## config.mk

```make
export PLATFORM = sky130hd
export DESIGN_NAME = fetch_align_flat
export DESIGN_NICKNAME = d
export VERILOG_FILES = /design/src/rtl/fetch_align_if.sv /design/src/rtl/fetch_align.sv /design/src/flat_wrapper.sv
export SDC_FILE = /design/constraint.sdc
export NUM_CORES = 1
export LEC_CHECK = 0
export CORE_UTILIZATION = 51
export DETAILED_ROUTE_END_ITERATION = 6
export PLACE_DENSITY = 0.86
export SLEW_MARGIN = 20
export SYNTH_ARGS = -nofsm -noshare
export SYNTH_HDL_FRONTEND = slang
export SYNTH_SLANG_ARGS = --single-unit
```

## constraint.sdc

```tcl
create_clock -name I_clk -period 6.6 [get_ports I_clk]
set_input_delay 0.99 -clock I_clk [delete_from_list [all_inputs] [get_ports I_clk]]
set_output_delay 0.99 -clock I_clk [all_outputs]
set_load 0.1 [all_outputs]
```

## src/rtl/fetch_align_if.sv

```systemverilog
// Fetch-to-memory and fetch-to-decode signal bundle for the fetch/align stage.
// The master side is the aligner; the slave side is memory plus decode.
interface fetch_align_if;
  logic        O_memreq;
  logic [31:0] O_memaddr;
  logic [31:0] I_memdata;
  logic        I_memvalid;
  logic        O_valid;
  logic [31:0] O_instr;
  logic [31:0] O_pc;
  logic        I_ready;
  logic        I_redirect;
  logic [31:0] I_target;

  modport master (
    output O_memreq, O_memaddr, O_valid, O_instr, O_pc,
    input  I_memdata, I_memvalid, I_ready, I_redirect, I_target
  );

  modport slave (
    input  O_memreq, O_memaddr, O_valid, O_instr, O_pc,
    output I_memdata, I_memvalid, I_ready, I_redirect, I_target
  );
endinterface

```

## src/rtl/fetch_align.sv

```systemverilog
// Instruction fetch and halfword alignment: word reads from memory, one
// right-justified 32-bit item (plain or RV32C) per decode transfer.
module fetch_align #(
  parameter logic [31:0] RESET_PC = 32'h0000_0000
) (
  input logic           I_clk,
  input logic           I_rst,
  fetch_align_if.master bus
);

  typedef enum logic [1:0] {S_FETCH, S_WAIT, S_OUT, S_DRAIN} state_t;

  state_t      state_q, state_d;
  logic [31:0] pc_q, pc_d;
  logic [15:0] hbuf_q, hbuf_d;
  logic        hvalid_q, hvalid_d;
  logic        memreq_q, memreq_d;
  logic [31:0] memaddr_q, memaddr_d;
  logic        valid_q, valid_d;
  logic [31:0] instr_q, instr_d;
  logic [31:0] opc_q, opc_d;

  always_ff @(posedge I_clk or posedge I_rst) begin
    if (I_rst) begin
      state_q   <= S_FETCH;
      pc_q      <= RESET_PC & ~32'd1;
      hbuf_q    <= 16'h0000;
      hvalid_q  <= 1'b0;
      memreq_q  <= 1'b0;
      memaddr_q <= 32'h0;
      valid_q   <= 1'b0;
      instr_q   <= 32'h0;
      opc_q     <= 32'h0;
    end else begin
      state_q   <= state_d;
      pc_q      <= pc_d;
      hbuf_q    <= hbuf_d;
      hvalid_q  <= hvalid_d;
      memreq_q  <= memreq_d;
      memaddr_q <= memaddr_d;
      valid_q   <= valid_d;
      instr_q   <= instr_d;
      opc_q     <= opc_d;
    end
  end

  always_comb begin
    state_d   = state_q;
    pc_d      = pc_q;
    hbuf_d    = hbuf_q;
    hvalid_d  = hvalid_q;
    memreq_d  = 1'b0;
    memaddr_d = memaddr_q;
    valid_d   = valid_q;
    instr_d   = instr_q;
    opc_d     = opc_q;

    case (state_q)
      S_FETCH: begin
        if (hvalid_q && (hbuf_q[1:0] != 2'b11)) begin
          instr_d  = {16'h0000, hbuf_q};
          opc_d    = pc_q;
          valid_d  = 1'b1;
          pc_d     = pc_q + 32'd2;
          hvalid_d = 1'b0;
          state_d  = S_OUT;
        end else begin
          // A buffered 32-bit head needs the following word for its upper half.
          memreq_d  = 1'b1;
          memaddr_d = (pc_q + (hvalid_q ? 32'd2 : 32'd0)) & ~32'd3;
          state_d   = S_WAIT;
        end
      end
      S_WAIT: begin
        if (bus.I_memvalid) begin
          if (hvalid_q) begin
            instr_d = {bus.I_memdata[15:0], hbuf_q};
            opc_d   = pc_q;
            valid_d = 1'b1;
            pc_d    = pc_q + 32'd4;
            hbuf_d  = bus.I_memdata[31:16];
            state_d = S_OUT;
          end else if (pc_q[1]) begin
            hbuf_d   = bus.I_memdata[31:16];
            hvalid_d = 1'b1;
            state_d  = S_FETCH;
          end else if (bus.I_memdata[1:0] == 2'b11) begin
            instr_d = bus.I_memdata;
            opc_d   = pc_q;
            valid_d = 1'b1;
            pc_d    = pc_q + 32'd4;
            state_d = S_OUT;
          end else begin
            instr_d  = {16'h0000, bus.I_memdata[15:0]};
            opc_d    = pc_q;
            valid_d  = 1'b1;
            pc_d     = pc_q + 32'd2;
            hbuf_d   = bus.I_memdata[31:16];
            hvalid_d = 1'b1;
            state_d  = S_OUT;
          end
        end
      end
      S_OUT: begin
        if (bus.I_ready) begin
          valid_d = 1'b0;
          state_d = S_FETCH;
        end
      end
      S_DRAIN: begin
        if (bus.I_memvalid) begin
          state_d = S_FETCH;
        end
      end
      default: state_d = S_FETCH;
    endcase

    // Redirect wins over everything; an unanswered request must still be drained.
    if (bus.I_redirect) begin
      valid_d  = 1'b0;
      hvalid_d = 1'b0;
      memreq_d = 1'b0;
      pc_d     = bus.I_target & ~32'd1;
      if (((state_q == S_WAIT) || (state_q == S_DRAIN)) && !bus.I_memvalid) begin
        state_d = S_DRAIN;
      end else begin
        state_d = S_FETCH;
      end
    end
  end

  assign bus.O_memreq  = memreq_q;
  assign bus.O_memaddr = memaddr_q;
  assign bus.O_valid   = valid_q;
  assign bus.O_instr   = instr_q;
  assign bus.O_pc      = opc_q;

endmodule
```

## src/flat_wrapper.sv

```systemverilog
// flat-port wrapper written by rule: the top's interface ports become plain ports
module fetch_align_flat 
#(
  parameter logic [31:0] RESET_PC = 32'h0000_0000
)
  (I_clk, I_rst, bus_O_memreq, bus_O_memaddr, bus_O_valid, bus_O_instr, bus_O_pc, bus_I_memdata, bus_I_memvalid, bus_I_ready, bus_I_redirect, bus_I_target);
  fetch_align_if bus_i ();
  input logic I_clk;
  input logic I_rst;
  output wire logic [$bits(bus_i.O_memreq)-1:0] bus_O_memreq;
  output wire logic [$bits(bus_i.O_memaddr)-1:0] bus_O_memaddr;
  output wire logic [$bits(bus_i.O_valid)-1:0] bus_O_valid;
  output wire logic [$bits(bus_i.O_instr)-1:0] bus_O_instr;
  output wire logic [$bits(bus_i.O_pc)-1:0] bus_O_pc;
  input wire logic [$bits(bus_i.I_memdata)-1:0] bus_I_memdata;
  input wire logic [$bits(bus_i.I_memvalid)-1:0] bus_I_memvalid;
  input wire logic [$bits(bus_i.I_ready)-1:0] bus_I_ready;
  input wire logic [$bits(bus_i.I_redirect)-1:0] bus_I_redirect;
  input wire logic [$bits(bus_i.I_target)-1:0] bus_I_target;
  assign bus_O_memreq = bus_i.O_memreq;
  assign bus_O_memaddr = bus_i.O_memaddr;
  assign bus_O_valid = bus_i.O_valid;
  assign bus_O_instr = bus_i.O_instr;
  assign bus_O_pc = bus_i.O_pc;
  assign bus_i.I_memdata = bus_I_memdata;
  assign bus_i.I_memvalid = bus_I_memvalid;
  assign bus_i.I_ready = bus_I_ready;
  assign bus_i.I_redirect = bus_I_redirect;
  assign bus_i.I_target = bus_I_target;
  fetch_align #(.RESET_PC(RESET_PC)) u_core (.I_clk(I_clk), .I_rst(I_rst), .bus(bus_i));
endmodule
```

# After elaboration in Yosys (flattened, before gate mapping)
# Cells that the tools add are included.
# word_totals
reg_bits,147
word_cells,91
out_inout_bits,98
latch_bits,0
mem_bits_rw,0
mem_bits_ro,0
n_memories,0
input_bits,69
# classes
mul,0
n_div,0
order_cmp,0
n_bitwise,1
n_addsub,3
n_reduce_logical,15
n_mux,48
n_eq_ne,14
shift,0
# op_table
cell,count
$mux W32,15
$pmux W32 S2,3
$mux W16,3
$add A32 B2 Y32 const B,1
$add A32 B3 Y32 const B,1
$add A32 B32 Y32,1
$mux W2,9
$mux W1,15
$ne A3 B3 Y1 const B,4
$reduce_and A3 Y1,3
$pmux W2 S4,1
$reduce_and A4 Y1,2
$eq A2 B2 Y1 const B,3
$reduce_and A5 Y1,1
$ne A2 B2 Y1 const B,2
$ne A4 B4 Y1 const B,1
$reduce_bool A4 Y1,1
$ne A3 B1 Y1 const B,1
$ne A3 B2 Y1 const B,1
$pmux W1 S3,1
$reduce_bool A3 Y1,1
$eq A2 B1 Y1 const B,1
$logic_and A1 B1 Y1,2
$logic_not A2 Y1,1
7 further kinds,7

# Longest topological paths before layout
# logic_depth
ltp_word,7
mapped_depth,10

# Worst setup path before layout
# Ideal clock, no wire load.
# synth_path
path_type,flip-flop to flip-flop
start,reg u_core.hvalid_q
end,reg u_core.memaddr_q[25] (netlist: u_core.bus.O_memaddr[25])
path_buffers,2
setup_time_ps,130
stages_incl_launch_ff,10
setup_slack_ps,4081
required_time_ps,6470
arrival_time_ps,2389
period_less_slack_ps,2519
path_cell_list,dfrtp_1 -> clkbuf_1 -> and2_1 -> clkbuf_1 -> ha_1 -> nand3_1 -> nor4_1 -> nor3b_1 -> xnor2_1 -> o21ai_1
# synth_between
elab_chain_len,3
word_cells_on_any_way,5
cone_classes,add/sub (1); mux (1); bitwise (1); reduce/logical (2)
# synth_lines
element,line,source
"start, declared",fetch_align.sv:16,"logic hvalid_q, hvalid_d;"
"start signal, assigned",fetch_align.sv:38,hvalid_q <= hvalid_d;
"parallel branches: the longest is 3 deep, another holds $add A32 B32 Y32",-,
"end signal, assigned",fetch_align.sv:40,memaddr_q <= memaddr_d;
"end, declared",fetch_align.sv:18,"logic [31:0] memaddr_q, memaddr_d;"
# Several ways; the timed one is not identified.
# A chain may end at the register's enable or synchronous reset.

# Final worst setup path
# Ends and elaborated chain as after synthesis.

==> qor.txt <==
Synth Cell Area: 0.007582 mm^2
Reg clk slew, reported paths: 0.06 ns
initial antenna violation count: 0
setup TNS: 0 ns
chip height: 123.9 um
layout net count: 1045
largest cells by area after synthesis: dfrtp_1, nand2_1, o21ai_0
# DRC: 0
Rel. slew slack: 23.76%
CTS tree: built
min Tclk post-route: 3.426 ns
Yosys reg bits: 145
Max Cap Viol: 0
clk root buf: clkbuf_16
All-Layer GR Usage: 29.48%
CP required: 6.88 ns
Yosys cell types: 63
number of setup buffers added after CTS: 0
CTS Buf Count: 17
vias per std cell: 5.953
Yosys top cell area share: 47.85%
Max Slew Vio Count: 0
vias: 6941
global route total overflow: 0
Clock Sink Count: 145
final wirelength: 21700 um
Row Count: 44
Final Hold Slack: 0.4733 ns
Yosys Warn Count: 0
area grow syn2layout: 29.19%
drt initial violations: 712
Yosys top cell by area: dfrtp_1
Die ar.: 0.01536 mm^2
hold violation count in the final report: 0
Largest stage delay, worst path: 0.87 ns
utilization after layout: 67.40%
Port Buf Inserts: 162
Worst Path Arrival: 3.70 ns
first-pass GRT wire length: 34210 um
worst skew pair latency: 0.43 ns
CP cell instances: buf_4 > and2_1 > ha_1 > nand3_1 > nor4_1 > nor3b_1 > xnor2_1 > o21ai_1
Main synth FF type: dfrtp_1
Worst-Margin Slew: 1.133 ns
area post-placement: 0.009234 mm^2
status: finished, final reports clean
H-tree depth: 4
Cells after Synth: 844
element type at the critical path end: flop
startpoint types: flop
commonest non-fill, non-tap cells in the layout: nand2_1, clkdlybuf4s50_1, dfrtp_1
sequential area share after synthesis: 47.85%
Post-synth EDFFs: 0
Final Cell Area: 0.009796 mm^2
fmax: 291.9 MHz
Setup Skew: 0.008984 ns
Post-DP HPWL: 14480 um
Final setup viols: 0
RSZ-0062 raised after global routing: no
share of layout cells above drive strength 1: 7.434%
core area: 0.01453 mm^2
most common cell after layout, fill and taps aside: nand2_1
post_cts resized: 0
WS Path Type: flop to flop
min-delay worst type: flop to flop
CP Max Fanout: 42
Top Ports: 167
multi-input logic area: 0.003622 mm^2
drt wl/cell: 18.61 um
Avg Cell Area, Syn: 8.984 um^2
Die X: 123.9 um
maximum buffer depth of the clock tree: 2
vias in the first global route: 6723
async set-reset flop share out of synthesis: 100.0%
CP max stage cell: nor4_1
number of routed nets with antenna violations: 0
Final Cycle Share: 51.90%
register area: 0.003628 mm^2
Initial DRT Pass Iterations: 5
initial core utilization: 52.17%
CTS Hold Buffers Added: 0
# diodes: 0
GP Congestion: 0.9038
largest net degree at the start of global routing: 94
FILL cells: 1137
## state kept, by name, summed over array words and instances (netlist names)
name,count
u_core.bus.O_instr,32
u_core.bus.O_pc,31
u_core.pc_q,31
u_core.bus.O_memaddr,30
u_core.hbuf_q,16
u_core.state_q,2
u_core.bus.O_memreq,1
u_core.bus.O_valid,1
u_core.hvalid_q,1
## area by class of cell
class | count | share of cell area [%]
clock inverter | 14 | 1.354
timing repair buffer | 170 | 17.12
multi-input combinational | 616 | 36.98
tap | 184 | 2.350
clock buffer | 18 | 4.381
sequential | 145 | 37.04
inverter | 19 | 0.7792
## worst max-delay path, delay by kind of cell, from the launching register on
kind / cells / cell delay, ns
xor+xnor: 1 / 0.15
flops: 1 / 0.32
simple gates: 4 / 2.03
fa+ha+maj: 1 / 0.29
compound gates: 1 / 0.07
buf+inv: 1 / 0.39
## stage by stage
| step | instances | worst slack, ns |
|---|---|---|
| after floorplan | 846 | 1.715 |
| after global routing | 1166 | 2.947 |
| after CTS | 1166 | 3.201 |
| final | 1166 | 3.174 |
| after global placement | 1134 | 3.081 |
| after detailed placement | 1134 | 3.022 |
## Yosys cell counts (3+ instances only)
library cell / n
nand2b_1: 3
a21oi_1: 31
a211oi_1: 4
o31ai_1: 4
mux2_2: 19
or4_1: 3
xor2_1: 22
mux2i_1: 19
o32a_1: 3
buf_4: 3
o21ai_0: 89
nand3_1: 24
nor4_2: 3
a41oi_1: 5
and4_1: 3
nor3_1: 16
nand2_1: 183
nand4_1: 27
ha_1: 7
a21o_1: 8
clkbuf_1: 45
dfrtp_1: 145
nor4_1: 8
o211ai_1: 5
and3_1: 7
buf_2: 15
xnor2_1: 18
a32oi_1: 3
inv_1: 19
or3_1: 3
a31oi_1: 11
nor3b_1: 15
nor2_1: 33
o21ai_1: 4
## logic make-up after synthesis
| family | count (synthesis) | synth area share (%) |
|---|---|---|
| xor+xnor | 40 | 4.620 |
| compound gates | 189 | 15.26 |
| flops | 145 | 47.85 |
| buf+inv | 85 | 4.620 |
| fa+ha+maj | 7 | 1.155 |
| other cells | 1 | 0.04946 |
| simple gates | 339 | 21.11 |
| mux | 38 | 5.330 |
## worst paths after layout
kind                                     start                  endpoint  slack [ns]  cells past startpoint
min reg2reg                u_core.bus.O_pc[14]       u_core.bus.O_pc[14]        0.47                      2
min                        u_core.bus.O_pc[14]       u_core.bus.O_pc[14]        0.47                      2
max in group asynchronous                I_rst  u_core.bus.O_memaddr[22]        4.29                      3
min in group asynchronous                I_rst     u_core.bus.O_instr[2]        1.08                      2
max reg2reg                    u_core.hvalid_q  u_core.bus.O_memaddr[25]        3.17                      8
max                            u_core.hvalid_q  u_core.bus.O_memaddr[25]        3.17                      8
## per-layer routing
| layer | part of all wire, % | GRT usage [%] | vias up |
|---|---|---|---|
| li1 | - | - | 3209 |
| met1 | 40 | 38.88 | 3331 |
| met2 | 47 | 45.69 | 358 |
| met3 | 11 | 7.967 | 43 |
| met4 | 2.4 | 12.80 | 0 |
| met5 | 0 | 0 | - |
Power is not shown: default switching activity piles up to over one toggle a cycle in this logic, so the estimate is an artifact.
